**src/rtl/axis_arb_pkg.sv**
```systemverilog
// Shared types and helpers for the AXI4-Stream round-robin arbiters.
package axis_arb_pkg;

    typedef enum logic {
        IDLE = 1'b0,
        XFER = 1'b1
    } arb_state_e;

    // Width of the per-packet beat watchdog counter.
    localparam int ARB_CNT_W   = 16;
    // Widest requester vector the round-robin helper handles.
    localparam int ARB_MAX_REQ = 8;

    // Returns the first requester at or after index (last+1) mod n whose
    // request bit is set. If no bit is set, 'last' is returned unchanged.
    function automatic logic [2:0] rr_pick(
        input logic [ARB_MAX_REQ-1:0] req,
        input logic [2:0]             last,
        input int                     n
    );
        logic [2:0] sel;
        logic       found;
        int         idx;
        sel   = last;
        found = 1'b0;
        for (int off = 1; off <= ARB_MAX_REQ; off++) begin
            if (off <= n) begin
                idx = (int'(last) + off) % n;
                if (!found && req[idx[2:0]]) begin
                    sel   = 3'(idx);
                    found = 1'b1;
                end
            end
        end
        return sel;
    endfunction

endpackage

```
**src/rtl/rr_pick_comb.sv**
```systemverilog
// Combinational round-robin priority encoder: picks the first set request
// strictly after the previously served index, wrapping around.
module rr_pick_comb
    import axis_arb_pkg::*;
#(
    parameter  int N  = 4,
    localparam int IW = (N > 1) ? $clog2(N) : 1
) (
    input  logic [N-1:0]  req_i,
    input  logic [IW-1:0] last_i,
    output logic [IW-1:0] pick_o,
    output logic          any_o
);

    logic [ARB_MAX_REQ-1:0] req_ext;

    // Zero-extend the request vector to the helper's fixed width.
    always_comb begin
        req_ext        = '0;
        req_ext[N-1:0] = req_i;
    end

    assign pick_o = IW'(rr_pick(req_ext, 3'(last_i), N));
    assign any_o  = |req_i;

endmodule

```
**src/rtl/axis_cmd_rr_arb.sv**
```systemverilog
// Packet-granular round-robin arbiter for the shared DMA command stream.
// The grant is taken in IDLE and held until the beat carrying tlast.
`ifndef AXI4S_DATA_WIDTH
`define AXI4S_DATA_WIDTH 64
`endif
`ifndef AXI4S_KEEP_WIDTH
`define AXI4S_KEEP_WIDTH 8
`endif
`ifndef AXI4S_USER_WIDTH
`define AXI4S_USER_WIDTH 1
`endif

module axis_cmd_rr_arb
    import axis_arb_pkg::*;
#(
    parameter int NUM_REQ   = 4,
    parameter int DWIDTH    = `AXI4S_DATA_WIDTH,
    parameter int KWIDTH    = `AXI4S_KEEP_WIDTH,
    parameter int UWIDTH    = `AXI4S_USER_WIDTH,
    parameter int MAX_BEATS = 64,
    localparam int IW       = (NUM_REQ > 1) ? $clog2(NUM_REQ) : 1
) (
    input  logic                      clk,
    input  logic                      rst,
    input  logic [NUM_REQ-1:0]        s_tvalid,
    output logic [NUM_REQ-1:0]        s_tready,
    input  logic [NUM_REQ*DWIDTH-1:0] s_tdata,
    input  logic [NUM_REQ*KWIDTH-1:0] s_tkeep,
    input  logic [NUM_REQ*UWIDTH-1:0] s_tuser,
    input  logic [NUM_REQ-1:0]        s_tlast,
    output logic                      m_tvalid,
    input  logic                      m_tready,
    output logic [DWIDTH-1:0]         m_tdata,
    output logic [KWIDTH-1:0]         m_tkeep,
    output logic [UWIDTH-1:0]         m_tuser,
    output logic                      m_tlast,
    input  logic [NUM_REQ-1:0]        req_en,
    output logic [IW-1:0]             cur_grant,
    output logic                      busy,
    output logic                      pkt_err,
    input  logic                      err_clr
);

    arb_state_e           state_q, state_d;
    logic [IW-1:0]        grant_q, grant_d;
    logic [IW-1:0]        last_q, last_d;
    logic [ARB_CNT_W-1:0] cnt_q, cnt_d;
    logic                 err_q, err_d;
    logic [NUM_REQ-1:0]   cand;
    logic [IW-1:0]        pick;
    logic                 any_cand;
    logic                 sel_valid, sel_last, beat, wd_hit;

    // The mask is only consulted while idle; a running packet ignores it.
    assign cand = s_tvalid & req_en;

    rr_pick_comb #(
        .N (NUM_REQ)
    ) u_pick (
        .req_i  (cand),
        .last_i (last_q),
        .pick_o (pick),
        .any_o  (any_cand)
    );

    // Zero-latency data path: everything muxed from the registered grant.
    assign sel_valid = s_tvalid[grant_q];
    assign sel_last  = s_tlast[grant_q];
    assign m_tdata   = s_tdata[grant_q*DWIDTH +: DWIDTH];
    assign m_tkeep   = s_tkeep[grant_q*KWIDTH +: KWIDTH];
    assign m_tuser   = s_tuser[grant_q*UWIDTH +: UWIDTH];
    assign m_tlast   = sel_last;
    assign beat      = m_tvalid & m_tready;

    // Ready is routed back only to the granted requester, only while busy.
    generate
        for (genvar gi = 0; gi < NUM_REQ; gi++) begin : g_ready
            assign s_tready[gi] = busy & (grant_q == IW'(gi)) & m_tready;
        end
    endgenerate

    // State register.
    always_ff @(posedge clk or negedge rst) begin
        if (!rst) state_q <= IDLE;
        else      state_q <= state_d;
    end

    // Next-state logic: leave IDLE on any candidate, leave XFER on tlast beat.
    always_comb begin
        state_d = state_q;
        case (state_q)
            IDLE:    if (any_cand)         state_d = XFER;
            XFER:    if (beat && sel_last) state_d = IDLE;
            default:                       state_d = IDLE;
        endcase
    end

    // FSM outputs.
    always_comb begin
        busy     = (state_q == XFER);
        m_tvalid = busy & sel_valid;
    end

    // Grant capture, round-robin pointer update and saturating beat watchdog.
    always_comb begin
        grant_d = grant_q;
        last_d  = last_q;
        cnt_d   = cnt_q;
        wd_hit  = 1'b0;
        if (state_q == IDLE && any_cand) begin
            grant_d = pick;
        end
        if (beat) begin
            if (sel_last) begin
                last_d = grant_q;
                cnt_d  = '0;
            end else if (cnt_q != '1) begin
                cnt_d = cnt_q + 1'b1;
            end
            wd_hit = !sel_last && (({1'b0, cnt_q} + 17'd1) == 17'(MAX_BEATS));
        end
        // A new violation in the same cycle as a clear keeps the flag set.
        err_d = wd_hit ? 1'b1 : (err_clr ? 1'b0 : err_q);
    end

    // Datapath registers.
    always_ff @(posedge clk or negedge rst) begin
        if (!rst) begin
            grant_q <= '0;
            last_q  <= IW'(NUM_REQ - 1);
            cnt_q   <= '0;
            err_q   <= 1'b0;
        end else begin
            grant_q <= grant_d;
            last_q  <= last_d;
            cnt_q   <= cnt_d;
            err_q   <= err_d;
        end
    end

    assign cur_grant = grant_q;
    assign pkt_err   = err_q;

endmodule

```
**config.mk**
```make
export PLATFORM = sky130hd
export DESIGN_NAME = axis_cmd_rr_arb
export DESIGN_NICKNAME = d
export VERILOG_FILES = /design/src/rtl/axis_arb_pkg.sv /design/src/rtl/rr_pick_comb.sv /design/src/rtl/axis_cmd_rr_arb.sv
export SDC_FILE = /design/constraint.sdc
export NUM_CORES = 1
export LEC_CHECK = 0
export CAP_MARGIN = 15
export CORE_AREA = 2 2 153 155
export CTS_BUF_LIST = sky130_fd_sc_hd__clkbuf_8
export DETAILED_ROUTE_END_ITERATION = 8
export DIE_AREA = 0 0 155 157
export PLACE_DENSITY_LB_ADDON = 0.3
export SYNTH_ARGS = -nofsm -noshare
export SYNTH_HDL_FRONTEND = slang
export SYNTH_SLANG_ARGS = --single-unit
```
**constraint.sdc**
```tcl
create_clock -name clk -period 6.5 [get_ports clk]
set_input_delay 1.3 -clock clk [delete_from_list [all_inputs] [get_ports clk]]
set_output_delay 1.3 -clock clk [all_outputs]
set_load 0.01 [all_outputs]
```
# Word level (Yosys, flattened, before mapping)
# Index checks and enable logic that the tools add are counted.
# word_totals
register_bits	22
output_inout_bits	83
wordCells	87
# classes
add_sub_neg	6
order_cmp	5
n_eq_ne	5
n_shift	3
mux	27
n_bitwise	16
n_reduce_logical	20
# ops
cell	n
indexed part select 256 x 9 -> 64 bit	1
two-way mux 16 bit	2
indexed part select 32 x 6 -> 8 bit	1
adder 16 x 1 -> 17 bit, second input constant	1
equality test 17 x 7 -> 1 bit, second input constant	1
adder 16 x 1 -> 16 bit, second input constant	1
< comparator 3 x 4 -> 1 bit, second input constant	4
!= test 16 bit, second input constant	1
two-way mux 1 bit	14
binary-select mux 1 bit (select 3 bit)	4
AND 1 bit	10
two-way mux 2 bit	4
OR reduction 2 bit	4
logical AND 1 bit	6
adder 2 x 1 -> 2 bit, second input constant	2
adder 2 bit, second input constant	2
AND 1 bit, first input constant	4
AND 4 bit	1
binary-select mux 1 bit (select 2 bit)	2
equality test 2 bit, second input constant	2
logical NOT 1 bit	4
AND reduction 2 bit	2
nonzero test 2 bit	2
OR reduction 4 bit	1
6 further kinds	6

# Logic depth before layout (Yosys ltp)
# depth
word_depth	15
ltp_mapped	8
depth_no_buf	6

# Cells and area by module
# A second synthesis with hierarchy kept.
# unflattened
hier_cells	270
hier_area_um2	3215.6
# by_module_without_submodules
module	instances	cells_each	area_each_um2	seq_area_each_um2
axis_cmd_rr_arb	1	256	3143.0	553.0
rr_pick_comb	1	14	72.6	0.0

# Worst setup path before layout
# Ideal clock, no wire load.
# synth_path
path_type	register -> output
from	register grant_q[0], in the netlist cur_grant[0]
to	output port m_tdata[36]
t_arrival_ps	2039
required_time_ps	5200
setup_slack_ps	3161
stages_incl_launch_ff	5
path_buffers	3
cell_sequence	dfrtp_1 > buf_2 > buf_1 > buf_2 > mux4_2
# synth_between
elab_chain_cells	1
# synth_lines
item	line_no	text
from (decl)	axis_cmd_rr_arb.sv:45	logic [IW-1:0] grant_q, grant_d;
from (signal assigned)	axis_cmd_rr_arb.sv:134	grant_q <= grant_d;
indexed part select 256 x 9 -> 64 bit	axis_cmd_rr_arb.sv:69	assign m_tdata = s_tdata[grant_q*DWIDTH +: DWIDTH];
to (decl)	axis_cmd_rr_arb.sv:33	output logic [DWIDTH-1:0] m_tdata,
# No other way between the ends.

# Final worst setup path
# layout_path
from	input port s_tvalid[3]
to	output port m_tvalid
# layout_between
elab_chain_cells	3
# layout_lines
item	line_no	text
from (decl)	axis_cmd_rr_arb.sv:25	input logic [NUM_REQ-1:0] s_tvalid,
binary-select mux 1 bit (select 2 bit)	axis_cmd_rr_arb.sv:67	assign sel_valid = s_tvalid[grant_q];
two-way mux 1 bit (implied by the code)	axis_cmd_rr_arb.sv:67	
AND 1 bit	axis_cmd_rr_arb.sv:101	m_tvalid = busy & sel_valid;
to (decl)	axis_cmd_rr_arb.sv:31	output logic m_tvalid,
# No other way between the ends. The select of a mux whose other input is x is not followed.

==> flow_metrics.tcl <==
set metrics [dict create \
    status "finished clean" \
    cts_resized 0 \
    cp_common_cell "clkdlybuf4s50_1" \
    syn_inst 266 \
    r2r_slack_ps 3060 \
    start_kind "input pin" \
    synthesis.nets 575 \
    ant_nets 0 \
    routed_wirelength_um 20330 \
    die_w_um 155 \
    die_area_um2 24340 \
    path_buf_inv 2 \
    synthFlopType "dfrtp_1" \
    tns_ps 0 \
    hold_end "cnt_q[15]" \
    insertion_delay_ps 260 \
    core_um2 22500 \
    avgSynthCellArea_um2 12.06 \
    ff_latch_area_um2 560.5 \
    rsz0062_at_grt "false" \
    grt_pass1_vias 4280 \
    cap_viol_max_count 0 \
    clkSlewWorstSetupHoldPaths_ps 80 \
    ys_types 50 \
    r2r-start "cur_grant[0]" \
    p_sw_share_pct 37.78 \
    synth_edf_count 0 \
    place_ws_ps 2300 \
    cpPeakStageDelay_ps 510 \
    syn-cell-area_um2 3207 \
    hold_buffers 0 \
    htreeDepth 1 \
    fin_worst_skew_ps 2.614 \
    hold_depth 2 \
    multi_input_area_um2 2524 \
    power_mw 2.013 \
    syn_to_final_growth_pct 134.6 \
    io_buffer_count 390 \
    overflow 0 \
    dpl.cell_count 924 \
    wire_per_inst_um 21.83 \
    relSlewSlack_pct 28.31 \
    initial_utilization_pct 14.25 \
    pwr-share-seq_pct 17.1 \
    critPathMaxFanout 4 \
    r2r_cells 5 \
    die_y_um 157 \
    pin_count 391 \
    critPathLaunch "s_tvalid[3]" \
    vdd_drop_max_uv 143.4 \
    crit_slowest_cell "mux4_2" \
    place_congestion 0.8059 \
    tritoncts "yes" \
    antenna_found_initial 2 \
    crit_family "buffers and inverters" \
    worstReg2RegEnd "cnt_q[11]" \
    yosysWarnings 0 \
    powerDensity_nw_per_um2 267.6 \
    numCtsBuffers 3 \
    avgViaCountPerCell 4.444 \
    crit_arrival_ps 2900 \
    clockPowerShare_pct 5.0 \
    stdcell_count 931 \
    rows 55 \
    ys_ff_latch 22 \
    fillCellCount 2248 \
    firstDrtPassIters 4 \
    postLayoutCoreUtil_pct 33.43 \
    p_leak_nw 2.611 \
    path_cells "clkdlybuf4s50_1 > mux4_2 > and2_1 > clkdlybuf4s50_1" \
    drive_above_1_share_pct 14.91 \
    crit_path_end_kind "primary output" \
    maxSlewViolCount 0 \
    finalCritPeriodShare_pct 64.56 \
    synth-seq-area-share_pct 17.25 \
    clockRootBuffer "clkbuf_8" \
    fmax_mhz 238.3 \
    switching_power_uw 760.6 \
    crit_required_ps 5200 \
    cts_setup_buffers 0 \
    holdWs_ps 535.9 \
    place_area_um2 7436 \
    min_period_ps 4196 \
    drc_errors 0 \
    setup_slack_ps 2304 \
    worst-slew-pin-transition_ps 1069 \
    stdcell_area_um2 7523 \
    crit_type "in -> out" \
    track_usage_pct 15.52 \
    intPower_mw 1.253 \
    async_flop_share_pct 100.0 \
    grt_max_degree 68 \
    final_nets 954 \
    hpwlAfterDp_um 17710 \
    setup_viol 0 \
    hold_viol_final 0 \
    vias 4137 \
    hp-start "cnt_q[15]" \
    power_frac_comb_pct 77.9 \
    grt_pass1_wl_um 28760 \
    numClockSinks 22 \
    drtIter0Drc 242 \
    hp-class "reg -> reg" \
    clock_path_buffers 2 \
]
cell usage after synthesis (7+ instances only):
cell type / count / share of area [%]
or3_1: 7 / 1.4
nand2_1: 19 / 2.2
o21ai_0: 14 / 2.2
mux4_2: 75 / 53
nor2_1: 8 / 0.94
a21oi_1: 9 / 1.4
o21ai_1: 7 / 1.1
nand3_1: 11 / 1.7
nand4_1: 8 / 1.6
clkbuf_1: 10 / 1.2
dfrtp_1: 20 / 16
buf_1: 7 / 0.82
inv_1: 11 / 1.3
cell usage in the layout, fill, tap and decap left out, drive strengths merged, types with 2 or more instances in the layout:
cell / synthesis / layout
clkdlybuf4s50: 0 / 390
mux4: 75 / 75
o21ai: 21 / 21
dfrtp: 20 / 20
nand2: 19 / 19
inv: 11 / 11
nand3: 11 / 11
a21oi: 10 / 10
nand4: 8 / 8
nor2: 8 / 8
or3: 7 / 7
buf: 11 / 6
nor3: 4 / 4
clkbuf: 11 / 4
nor3b: 4 / 4
and4: 3 / 3
o31ai: 3 / 3
diode: 0 / 2
and2: 2 / 2
nor2b: 2 / 2
nor4: 2 / 2
a21o: 2 / 2
or4: 2 / 2
a31oi: 2 / 2
mux2: 2 / 2
xor2: 2 / 2
and3: 2 / 2
o311a: 2 / 2
a211oi: 2 / 2
dfstp: 2 / 2
worst max-delay path by stage:
stage                              to  slack [ps]  cells past startpoint
after global placement       m_tvalid        2310                      4
after CTS                     m_tlast        2280                      3
final                        m_tvalid        2300                      4
after floorplan           m_tdata[36]        3160                      4
after detailed placement     m_tvalid        2300                      4
after global routing          m_tlast        2150                      3
cell families (layout without fill, tap and decap cells):
| group | count (synthesis) | count (layout) | share of synthesized area, % |
|---|---|---|---|
| AO/OA/AOI/OAI | 52 | 52 | 10.50 |
| buffers and inverters | 33 | 411 | 4.058 |
| flip-flops | 22 | 22 | 17.25 |
| other | 0 | 2 | 0 |
| adder cells (fa/ha/maj) | 1 | 1 | 0.3901 |
| multiplexers | 78 | 78 | 53.69 |
| XOR/XNOR | 3 | 3 | 0.8195 |
| AND/OR/NAND/NOR | 77 | 77 | 13.30 |
registers in the layout (all words and copies together), names as in the netlist:
name       flops
last_q         2
pkt_err        1
cnt_q         16
cur_grant      2
busy           1
per-layer routing:
layer	vias to the layer above	track usage, %	part of all wire [%]
li1	1901	-	-
met3	10	2.726	6.1
met2	161	27.45	52
met1	2065	20.01	41
met4	0	2.822	1.2
met5	-	0	0
power by group through the flow:
| stage | registers [mW] | clock network [mW] | logic, mW |
|---|---|---|---|
| 4_1_cts | 0.354 | 0.105 | 1.59 |
| 2_1_floorplan | 0.195 | 0 | 0.861 |
| 3_5_place_dp | 0.356 | 0 | 1.58 |
| 6_report | 0.344 | 0.100 | 1.57 |
| 5_1_grt | 0.373 | 0.113 | 1.66 |
| 3_3_place_gp | 0.362 | 0 | 1.59 |
cell type report:
cell class / count / share of cell area (%)
tap: 285 / 4.740
antenna: 2 / 0.06652
sequential: 22 / 7.451
timing repair buffer: 396 / 52.92
inverter: 11 / 0.5488
multi-input combinational: 211 / 33.54
clock buffer: 4 / 0.7317
tightest hold or removal path, delay by kind of cell, from the launching register on:
family          cells  cell delay [ps]
compound gates      1               70
simple gates        1               50
flops               1              380
Power figures use the tool's default switching activity.
